$ cat config.mk
export PLATFORM = sky130hd
export DESIGN_NAME = dp_feeder
export DESIGN_NICKNAME = d
export VERILOG_FILES = /design/src/rtl/dp_feeder_pkg.sv /design/src/rtl/dp_feed_cnt.sv /design/src/rtl/dp_feeder.sv
export SDC_FILE = /design/constraint.sdc
export NUM_CORES = 1
export LEC_CHECK = 0
export ABC_AREA = 1
export CORE_MARGIN = 10
export CORE_UTILIZATION = 50
export DETAILED_ROUTE_END_ITERATION = 10
export GPL_ROUTABILITY_DRIVEN = 1
export GPL_TIMING_DRIVEN = 0
export PLACE_DENSITY = 0.81
export SETUP_SLACK_MARGIN = 0.15
export SLEW_MARGIN = 10
export SYNTH_ARGS = -nofsm -noshare
export SYNTH_HDL_FRONTEND = slang
export SYNTH_SLANG_ARGS = --single-unit
$ cat constraint.sdc
create_clock -name clk -period 4 [get_ports clk]
set_clock_uncertainty 0.1 [all_clocks]
set_input_delay 1 -clock clk [delete_from_list [all_inputs] [get_ports clk]]
set_output_delay 1 -clock clk [all_outputs]
set_load 0.05 [all_outputs]
$ cat src/rtl/dp_feeder_pkg.sv
// Shared sizing constants and sequencer state encoding for the DP systolic feeder.
package dp_feeder_pkg;

   localparam int BP_WIDTH   = 2;
   localparam int N          = 64;
   localparam int LOG_N      = 6;
   localparam int ADDR_WIDTH = 10;
   localparam int JOBS_WIDTH = 16;

   typedef enum logic [2:0] {
      FEED_IDLE     = 3'd0,
      FEED_LOAD_S   = 3'd1,
      FEED_STREAM_T = 3'd2,
      FEED_DRAIN    = 3'd3,
      FEED_SWAP     = 3'd4,
      FEED_HOLD     = 3'd5
   } feed_state_t;

endpackage

$ cat src/rtl/dp_feed_cnt.sv
// Loadable up/down counter whose terminal flag fires when the count equals term_val.
module dp_feed_cnt #(
   parameter int W    = 8,
   parameter bit DOWN = 1'b0
) (
   input  logic         clk,
   input  logic         reset_i,
   input  logic         load,
   input  logic [W-1:0] load_val,
   input  logic         en,
   input  logic [W-1:0] term_val,
   output logic         term
);

   localparam logic [W-1:0] ONE = W'(1);

   logic [W-1:0] cnt;

   // count register: load has priority over stepping
   always_ff @(posedge clk) begin
      if (reset_i) begin
         cnt <= {W{1'b0}};
      end else if (load) begin
         cnt <= load_val;
      end else if (en) begin
         cnt <= DOWN ? (cnt - ONE) : (cnt + ONE);
      end else begin
         cnt <= cnt;
      end
   end

   assign term = (cnt == term_val);

endmodule

$ cat src/rtl/dp_feeder.sv
// Job sequencer for the ping-pong DP wrapper: load S, stream T, drain, then swap banks
// only once traceback is idle.
module dp_feeder #(
   parameter int BP_WIDTH   = dp_feeder_pkg::BP_WIDTH,
   parameter int LOG_N      = dp_feeder_pkg::LOG_N,
   parameter int ADDR_WIDTH = dp_feeder_pkg::ADDR_WIDTH
) (
   input  logic                  clk,
   input  logic                  reset_i,
   input  logic                  job_valid,
   output logic                  job_ready,
   input  logic [LOG_N-1:0]      job_s_len_m1,
   input  logic [ADDR_WIDTH-1:0] job_t_len_m1,
   input  logic                  s_in_valid,
   output logic                  s_in_ready,
   input  logic [BP_WIDTH-1:0]   s_in_data,
   input  logic                  t_in_valid,
   output logic                  t_in_ready,
   input  logic [BP_WIDTH-1:0]   t_in_data,
   output logic [BP_WIDTH-1:0]   dp_S,
   output logic                  dp_s_update,
   output logic [BP_WIDTH-1:0]   dp_T,
   output logic                  dp_valid,
   output logic [LOG_N-1:0]      dp_PE_end,
   output logic                  dp_new_seq,
   output logic                  dp_ack,
   input  logic                  dp_busy,
   input  logic                  tb_busy,
   output logic [15:0]           jobs_done
);

   import dp_feeder_pkg::*;

   // Drain covers the S-length PE pipeline plus the wrapper's two register stages.
   localparam logic [LOG_N:0] DRAIN_EXTRA = (LOG_N+1)'(2);

   feed_state_t           state;
   feed_state_t           next_state;
   logic [LOG_N-1:0]      s_len_m1;
   logic [ADDR_WIDTH-1:0] t_len_m1;
   logic                  job_acc;
   logic                  s_acc;
   logic                  t_acc;
   logic                  fire;
   logic                  drain_en;
   logic                  hold_en;
   logic                  s_term;
   logic                  t_term;
   logic                  drain_term;
   logic                  hold_term;
   logic                  drain_load;
   logic [LOG_N:0]        drain_init;

   assign drain_init = {1'b0, s_len_m1} + DRAIN_EXTRA;
   assign drain_load = t_acc & t_term;
   assign dp_PE_end  = s_len_m1;

   dp_feed_cnt #(.W(LOG_N), .DOWN(1'b0)) u_s_cnt (
      .clk(clk), .reset_i(reset_i), .load(job_acc), .load_val({LOG_N{1'b0}}),
      .en(s_acc), .term_val(s_len_m1), .term(s_term)
   );

   dp_feed_cnt #(.W(ADDR_WIDTH), .DOWN(1'b0)) u_t_cnt (
      .clk(clk), .reset_i(reset_i), .load(job_acc), .load_val({ADDR_WIDTH{1'b0}}),
      .en(t_acc), .term_val(t_len_m1), .term(t_term)
   );

   dp_feed_cnt #(.W(LOG_N+1), .DOWN(1'b1)) u_drain_cnt (
      .clk(clk), .reset_i(reset_i), .load(drain_load), .load_val(drain_init),
      .en(drain_en), .term_val((LOG_N+1)'(1)), .term(drain_term)
   );

   dp_feed_cnt #(.W(2), .DOWN(1'b1)) u_hold_cnt (
      .clk(clk), .reset_i(reset_i), .load(fire), .load_val(2'd2),
      .en(hold_en), .term_val(2'd1), .term(hold_term)
   );

   // state register
   always_ff @(posedge clk) begin
      if (reset_i) begin
         state <= FEED_IDLE;
      end else begin
         state <= next_state;
      end
   end

   // next-state, stream readies and accept strobes; readies are held low during reset
   always_comb begin
      next_state = state;
      job_ready  = 1'b0;
      s_in_ready = 1'b0;
      t_in_ready = 1'b0;
      job_acc    = 1'b0;
      s_acc      = 1'b0;
      t_acc      = 1'b0;
      fire       = 1'b0;
      drain_en   = 1'b0;
      hold_en    = 1'b0;
      if (reset_i) begin
         next_state = FEED_IDLE;
      end else begin
         case (state)
            FEED_IDLE: begin
               job_ready = 1'b1;
               if (job_valid) begin
                  job_acc    = 1'b1;
                  next_state = FEED_LOAD_S;
               end else begin
                  next_state = FEED_IDLE;
               end
            end
            FEED_LOAD_S: begin
               s_in_ready = 1'b1;
               s_acc      = s_in_valid;
               if (s_in_valid && s_term) begin
                  next_state = FEED_STREAM_T;
               end else begin
                  next_state = FEED_LOAD_S;
               end
            end
            FEED_STREAM_T: begin
               t_in_ready = !dp_busy;
               t_acc      = t_in_valid && !dp_busy;
               if (t_in_valid && !dp_busy && t_term) begin
                  next_state = FEED_DRAIN;
               end else begin
                  next_state = FEED_STREAM_T;
               end
            end
            FEED_DRAIN: begin
               drain_en = 1'b1;
               if (drain_term) begin
                  next_state = FEED_SWAP;
               end else begin
                  next_state = FEED_DRAIN;
               end
            end
            FEED_SWAP: begin
               if (!tb_busy) begin
                  fire       = 1'b1;
                  next_state = FEED_HOLD;
               end else begin
                  next_state = FEED_SWAP;
               end
            end
            FEED_HOLD: begin
               hold_en = 1'b1;
               if (hold_term) begin
                  next_state = FEED_IDLE;
               end else begin
                  next_state = FEED_HOLD;
               end
            end
            default: begin
               next_state = FEED_IDLE;
            end
         endcase
      end
   end

   // registered array-side outputs, job lengths and completion counter
   always_ff @(posedge clk) begin
      if (reset_i) begin
         dp_S        <= {BP_WIDTH{1'b0}};
         dp_s_update <= 1'b0;
         dp_T        <= {BP_WIDTH{1'b0}};
         dp_valid    <= 1'b0;
         dp_new_seq  <= 1'b0;
         dp_ack      <= 1'b0;
         jobs_done   <= 16'd0;
         s_len_m1    <= {LOG_N{1'b0}};
         t_len_m1    <= {ADDR_WIDTH{1'b0}};
      end else begin
         dp_S        <= s_acc ? s_in_data : dp_S;
         dp_s_update <= s_acc;
         dp_T        <= t_acc ? t_in_data : dp_T;
         dp_valid    <= t_acc;
         dp_new_seq  <= fire;
         dp_ack      <= fire;
         jobs_done   <= fire ? (jobs_done + 16'd1) : jobs_done;
         s_len_m1    <= job_acc ? job_s_len_m1 : s_len_m1;
         t_len_m1    <= job_acc ? job_t_len_m1 : t_len_m1;
      end
   end

endmodule

==> flow_summary.toml, run 1 <==
[status]
status = "complete, no violations"

[clock_network]
clock_sinks = 67
cts_made_buffers = 9
clkTransAtPathRegs_ps = 70
cts-root-buf = "clkbuf_8"
cts_htree_levels = 3
cts_tree = "built"
cts_setup_buffers = 0
clockBufferDepth = 2
clock_latency_ps = 350

[die]
die_area_mm2 = 0.0108
ios = 60
initial_core_util = 0.516
core_mm2 = 0.00679
num_rows = 30
die_w_um = 104
dieHeight_um = 104

[cells_and_area]
final_common_cell = "nand2_1"
antenna_cells = 0
drive_above_1_share = 0.0775
final_cell_mix = "110 x nand2_1, 78 x inv_1, 67 x dfxtp_1"
nFillCells = 623
stdcell_area_mm2 = 0.00443
syn_to_final_growth_pct = 26.4
seq_area_mm2 = 0.00134
final_nets = 610
multiInputGateArea_mm2 = 0.00181

[hold_path]
hold_path_class = "register to register"

[yosys]
synth-edff-count = 0
seq_area_frac_synth = 0.382
postSynthAreaPerCell_um2 = 6.91
syn_inst = 508
synthesis.area_mm2 = 0.00351
ys.flop_type = "dfxtp_1"
ys_warn_count = 0
ys_ff_latch = 67
async_flop_share = 0
ys_types = 34
syn-num-nets = 542

[worst_setup_path]
crit_arrival_ps = 2670
crit_type = "input port to output port"
cp_data_required_time_ps = 2900
end_kind = "output port"
ff2ff_setup_slack_ps = 2070
worstSetupStartpointType = "input port"
crit_fanout = 10

[placement]
gp_congestion = 0.908
placed_area_mm2 = 0.00420
dp_hpwl_um = 6990
portBuffers = 57

[pwr]
power_density_mw_per_mm2 = 356
vdd_drop_max_v = 0.000282
leakagePower_uw = 0.00191

[route]
wirelength_um = 9380
num_vias = 3544
first_iter_violations = 255
ant_nets = 0
vias_per_cell = 5.23
drc = 0
wl_per_cell_um = 13.9
firstDrtPassIters = 5

[sta]
rsz0062_at_grt = "no"
drv_slew = 0
fin_crit_sh = 0.943
max_freq_mhz = 265
whs_ps = 375
worst_pin_slew_ps = 541
setup_viol = 0
hold_viol_final = 0
max_slew_margin = 0.639
fin_crit_ps = 3770

[grt]
antenna_found_initial = 0
grt-busiest-layer = "met2"
met1_usage = 0.222
grt_overflow = 0
grt_first_pass_wirelength_um = 16300
grt_pass1_vias = 3500
use_met2 = 0.279
grtUsageMet3 = 0.0651
grt_use_total = 0.179
grt_max_degree = 13

[job]
cap_violations = 0
## Yosys cell counts, types with 2 or more instances
library cell	count	area [um^2]
o211ai_1	2	15.0
nand4_1	12	75.1
a211oi_1	3	22.5
nor2_1	41	154
o21ai_0	31	155
xor2_1	14	123
nand2_2	4	25.0
buf_4	3	22.5
nor2_2	4	25.0
nor2_4	4	45.0
xnor2_1	3	26.3
clkbuf_1	6	22.5
nor3_1	15	75.1
ha_1	7	87.6
nand3_1	58	290
a31oi_1	2	12.5
buf_2	3	15.0
inv_2	2	7.51
nand2_1	110	413
dfxtp_1	67	1340
a21oi_1	25	125
inv_1	78	293
nand2_4	2	22.5
nand3b_1	2	15.0
## area by class of cell
type,count,area share
Inverter,80,0.0677
Multi-Input combinational cell,348,0.408
Buffer,13,0.0147
Sequential cell,67,0.303
Timing Repair Buffer,57,0.128
Clock inverter,6,0.0200
Tap cell,96,0.0271
Clock buffer,10,0.0310
## kinds of logic (layout without fill, tap and decap cells)
kind of cell,Yosys count,in the layout,share of synthesized area
flops,67,67,0.382
simple gates,259,259,0.347
compound gates,65,65,0.0988
xor+xnor,17,17,0.0424
buf+inv,93,166,0.104
fa+ha+maj,7,7,0.0250
## critical path: stages
cell and delay [ps]:
buf_2 160, clkbuf_1 280, nor3_1 340, clkdlybuf4s50_1 870
## state kept, by name (all words and copies together), names as in the netlist, 3 cells and up
signal,count
dp_PE_end,6
u_s_cnt.cnt,6
u_drain_cnt.cnt,7
u_t_cnt.cnt,10
t_len_m1,10
state,3
jobs_done,16
## path summary, 6_finish.rpt
| check | end | from | cells past startpoint |
|---|---|---|---|
| setup / recovery | t_in_ready | reset_i | 4 |
| hold / removal | dp_S[1] | dp_S[1] | 2 |
| setup reg to reg | u_drain_cnt.cnt[0] | state[2] | 10 |
| hold reg to reg | dp_S[1] | dp_S[1] | 2 |
## timing repair
item | 4_1_cts | 5_1_grt
hold buffers | 0 | 0
endpoints found under the setup margin | 1 | 0
gates resized for setup | 2 | 0
## power by group
part | switching [uW] | internal [uW] | leakage, uW
Clock | 271 | 368 | 0.000108
Sequential | 20.5 | 689 | 0.000543
Combinational | 147 | 85.7 | 0.00126
## per-layer routing
| metal | up-vias | share of wire |
|---|---|---|
| li1 | 1778 | - |
| met1 | 1614 | 0.46 |
| met2 | 131 | 0.45 |
| met3 | 21 | 0.077 |
| met4 | 0 | 0.019 |
| met5 | - | 0 |
## per-stage QoR
step / power [uW] / TNS, ps / worst slack [ps] / cells / util
finish: 1580 / 0 / 226 / 677 / 0.652
global route: 1650 / 0 / 193 / 677 / 0.652
CTS: 1580 / 0 / 195 / 677 / 0.652
detailed placement: 952 / -79.0 / -79.0 / 661 / 0.618
global placement: 948 / -88.6 / -88.6 / 661 / 0.618
floorplan: 870 / 0 / 457 / 508 / -
(Power assumes the default switching activity.)
==> run 2, diff against run 1 <==
GPL_ROUTABILITY_DRIVEN = 0   (was 1)
==> run 2 against run 1 <==
Net effect:
- total power fell by 5.3%
- final cell count did not move
- critical path type unchanged
- register-to-register slack improved by 70 ps
- die area did not move
- highest routed layer unchanged
- final area fell by 0.65%
- largest cell class unchanged
- first-iteration DRC count fell by 26%
- count of clock-buffer cells in the layout rose by 1
- wire length fell by 2.9%
- combinational power barely moved
- critical path depth did not move
- non-clock buffer count did not move
==> flow_summary.toml, run 2 (synthesized netlist as in run 1, its figures left out) <==
[worst_setup_path]
crit_arrival_ps = 2700
reg2reg_to = "u_drain_cnt.cnt[2]"
path_cells = "buf_2, clkbuf_1, nor3_1, clkdlybuf4s50_1"
worstSetupStartpointType = "input port"
slowest_stage = "clkdlybuf4s50_1"
cpPeakStageDelay_ps = 890
cp_data_required_time_ps = 2900
cp-endpoint = "t_in_ready"
ff2ff_setup_slack_ps = 2140
rr_worst_depth = 10
reg2reg_from = "state[2]"
crit_path_start = "reset_i"
end_kind = "output port"
crit_type = "input port to output port"
crit_fanout = 10

[placement]
portBuffers = 57
dp_cells = 661
dp_worst_setup_slack_ps = -76.1
placed_area_mm2 = 0.00420
dp_hpwl_um = 6990

[pwr]
p_sw_uw = 419
leakagePower_uw = 0.00191
internal_power_uw = 1080
swShare = 0.280
p_seq_frac = 0.474
vdd_drop_max_v = 0.000269
pwr-share-clk = 0.371
p_total_uw = 1500
power_density_mw_per_mm2 = 340
combPwrFrac = 0.155

[status]
status = "complete, no violations"

[die]
die_area_mm2 = 0.0108
dieHeight_um = 104
ios = 60
initial_core_util = 0.516
num_rows = 30
core_mm2 = 0.00679
die_w_um = 104

[sta]
tns_ps = 0
worst_pin_slew_ps = 532
fin_crit_ps = 3800
max_slew_margin = 0.645
max_freq_mhz = 263
timing.final.ws_setup_ps = 204
setup_viol = 0
drv_slew = 0
fin_crit_sh = 0.949
hold_viol_final = 0
rsz0062_at_grt = "no"

[clock_network]
cts-root-buf = "clkbuf_8"
clock_latency_ps = 340
clockBufferDepth = 2
cts_hold_buf = 0
cts_tree = "built"
clock_sinks = 67
cts_made_buffers = 9
cts_setup_buffers = 0
cts_htree_levels = 3
clkTransAtPathRegs_ps = 70

[cells_and_area]
final_cell_mix = "110 x nand2_1, 78 x inv_1, 67 x dfxtp_1"
seq_area_mm2 = 0.00134
reg_top3 = "jobs_done x16, t_len_m1 x10, u_t_cnt.cnt x10"
drive_above_1_share = 0.0757
nFillCells = 608
stdcell_area_mm2 = 0.00440
largest_reg_flops = 16
final_common_cell = "nand2_1"
antenna_cells = 0
multiInputGateArea_mm2 = 0.00181
syn_to_final_growth_pct = 25.5
layout.cells.non_filler = 677
final_nets = 610
largest-register = "jobs_done"

[route]
wirelength_um = 9110
vias_per_cell = 5.19
wl_per_cell_um = 13.5
num_vias = 3512
drc = 0
first_iter_violations = 188
ant_nets = 0
firstDrtPassIters = 5

[grt]
grt_use_total = 0.169
grt_overflow = 0
grt_first_pass_wirelength_um = 15800
grt_pass1_vias = 3465
antenna_found_initial = 0
grt_max_degree = 12

[job]
cap_violations = 0

[hold_path]
hold_path_class = "register to register"
whs_path_depth = 2
## run 2: cell count changes in the layout (fill, tap and decap cells not counted)
cell,change
bufinv_16,-1
clkbuf_1,+1
clkinv_2,+2
clkinv_4,-1
clkinvlp_4,-1
dlygate4sd2_1,-1
dlymetal6s2s_1,+1
## run 2: timing repair
action,CTS,global route
endpoints found under the hold margin,0,0
gates resized for setup,1,1
endpoints found under the setup margin,1,1
## run 2: final cells by class
cell class | instances | share of cell area
multi-input combinational | 348 | 0.411
inverter | 80 | 0.0682
timing repair buffer | 57 | 0.130
clock inverter | 5 | 0.0119
clock buffer | 11 | 0.0321
sequential | 67 | 0.305
buffer | 13 | 0.0148
tap | 96 | 0.0273
## run 2: how the worst min path moves through the flow
| stage | start | endpoint | slack (ps) |
|---|---|---|---|
| after detailed placement | dp_S[1] | dp_S[1] | 370 |
| after global placement | dp_S[0] | dp_S[0] | 360 |
| final | dp_S[1] | dp_S[1] | 370 |
| after floorplan | u_t_cnt.cnt[8] | u_t_cnt.cnt[8] | 350 |
| after global routing | dp_S[1] | dp_S[1] | 410 |
| after CTS | dp_S[1] | dp_S[1] | 380 |
## run 2: power groups by stage
stage               clock [uW]  combinational (uW)  sequential [uW]
global route               593                 259              711
CTS                        564                 232              708
global placement             0                 225              723
finish                     555                 232              709
detailed placement           0                 229              722
floorplan                    0                 126              744
## run 2: per-stage QoR
step,hold slack (ps),utilization
finish,370,0.648
floorplan,352,-
global placement,360,0.618
CTS,380,0.648
global route,410,0.648
detailed placement,367,0.618
## run 2: critical path: cells and delay by family
family	cells	cell delay, ps
buffers and inverters	3	1320
AND/OR/NAND/NOR	1	370
## run 2: per-layer routing
metal	GRT usage	wire length, um
met4	0.0507	108
met5	0	0
met3	0.0489	630
met1	0.209	4170
met2	0.278	4210
==> run 3, diff against run 2 <==
MAX_ROUTING_LAYER = met4   (was unset)
SLEW_MARGIN = 20   (was 10)
==> run 3 against run 2 <==
Net effect:
- wire length increased by 0.24%
- sequential cell count did not move
- sequential power hardly changed
- final area unchanged
- sequential share of layout area did not move
==> flow_summary.toml, run 3 (synthesized netlist as in run 1, its figures left out) <==
[status]
status = "complete, no violations"

[hold_path]
hold_path_class = "register to register"

[grt]
grt_first_pass_wirelength_um = 15800
grt_overflow = 0
grt_max_degree = 12
antenna_found_initial = 0
grt_pass1_vias = 3469
grt_use_total = 0.174

[placement]
placed_area_mm2 = 0.00420
dp_hpwl_um = 6990
portBuffers = 57
dp_worst_setup_slack_ps = -76.1

[cells_and_area]
largest_reg_flops = 16
antenna_cells = 0
final_cell_mix = "110 x nand2_1, 78 x inv_1, 67 x dfxtp_1"
nFillCells = 608
reg_top3 = "jobs_done x16, t_len_m1 x10, u_t_cnt.cnt x10"
syn_to_final_growth_pct = 25.5
stdcell_area_mm2 = 0.00440
final_common_cell = "nand2_1"
largest-register = "jobs_done"
post-route-util = 0.648
final_nets = 610
drive_above_1_share = 0.0757

[route]
ant_nets = 0
num_vias = 3511
firstDrtPassIters = 5
vias_per_cell = 5.19
wirelength_um = 9130
first_iter_violations = 183
drc = 0
wl_per_cell_um = 13.5

[clock_network]
cts_htree_levels = 3
clockBufferDepth = 2
cts_hold_buf = 0
cts_tree = "built"
clock_latency_ps = 330
clkTransAtPathRegs_ps = 70
cts_made_buffers = 9
clock_sinks = 67
cts-root-buf = "clkbuf_8"

[worst_setup_path]
crit_type = "input port to output port"
slowest_stage = "clkdlybuf4s50_1"
end_kind = "output port"
path_cells = "buf_2, clkbuf_1, nor3_1, clkdlybuf4s50_1"
crit_arrival_ps = 2690
worstSetupStartpointType = "input port"
cpPeakStageDelay_ps = 890
cp_data_required_time_ps = 2900
crit_fanout = 10

[sta]
timing.final.ws_setup_ps = 207
fin_crit_ps = 3790
drv_slew = 0
max_slew_margin = 0.649
rsz0062_at_grt = "no"
max_freq_mhz = 264
setup_viol = 0
hold_viol_final = 0
fin_crit_sh = 0.948
worst_pin_slew_ps = 525

[pwr]
power_density_mw_per_mm2 = 339
pwr-share-clk = 0.371
swShare = 0.279
p_sw_uw = 418
p_seq_frac = 0.474
leakagePower_uw = 0.00191
vdd_drop_max_v = 0.000269
combPwrFrac = 0.155
internal_power_uw = 1080

[die]
ios = 60
die_w_um = 104
dieHeight_um = 104
num_rows = 30
core_mm2 = 0.00679
die_area_mm2 = 0.0108
initial_core_util = 0.516

[job]
cap_violations = 0
## run 3: what timing repair did
item / 4_1_cts / 5_1_grt
endpoints found under the hold margin: 0 / 0
buffers inserted: 0 / 0
endpoints found under the setup margin: 1 / 1
gates resized for setup: 1 / 1
## run 3: per-layer routing
metal,track usage,share of wire,vias to the layer above
met4,0.0507,0.011,0
met2,0.278,0.46,102
met5,-,0,-
met1,0.215,0.47,1627
met3,0.0397,0.060,12
li1,-,-,1770
## run 3: worst max-delay path: cells and delay by family
family	cells	cell delay (ps)
AND/OR/NAND/NOR	1	370
buffers and inverters	3	1320
## run 3: through the flow
step	TNS, ps	hold WS [ps]	std cells	total power, uW
floorplan	0	352	508	870
global placement	-95.7	360	661	948
detailed placement	-76.1	367	661	951
CTS	0	380	677	1500
global route	0	410	677	1560
finish	0	370	677	1490
## run 3: path summary, 6_finish.rpt
path / from / endpoint / slack (ps) / depth (start not counted)
worst min-delay path: dp_S[1] / dp_S[1] / 370 / 2
worst max-delay path: reset_i / t_in_ready / 210 / 4
worst min register to register: dp_S[1] / dp_S[1] / 370 / 2
worst max register to register: state[2] / u_drain_cnt.cnt[2] / 2140 / 10
## run 3: area by class of cell
cell class	count	area [um^2]	share of cell area
Buffer	13	65.1	0.0148
Clock buffer	11	141	0.0321
Clock inverter	5	52.6	0.0119
Inverter	80	300	0.0682
Multi-Input combinational cell	348	1810	0.411
Sequential cell	67	1340	0.305
Tap cell	96	120	0.0273
Timing Repair Buffer	57	573	0.130
## run 3: power groups by stage
stage          Clock [uW]  Combinational (uW)  Sequential, uW
6_report              554                 232             709
5_1_grt               593                 258             711
4_1_cts               564                 232             708
3_5_place_dp            0                 229             722
3_3_place_gp            0                 225             723
2_1_floorplan           0                 126             744
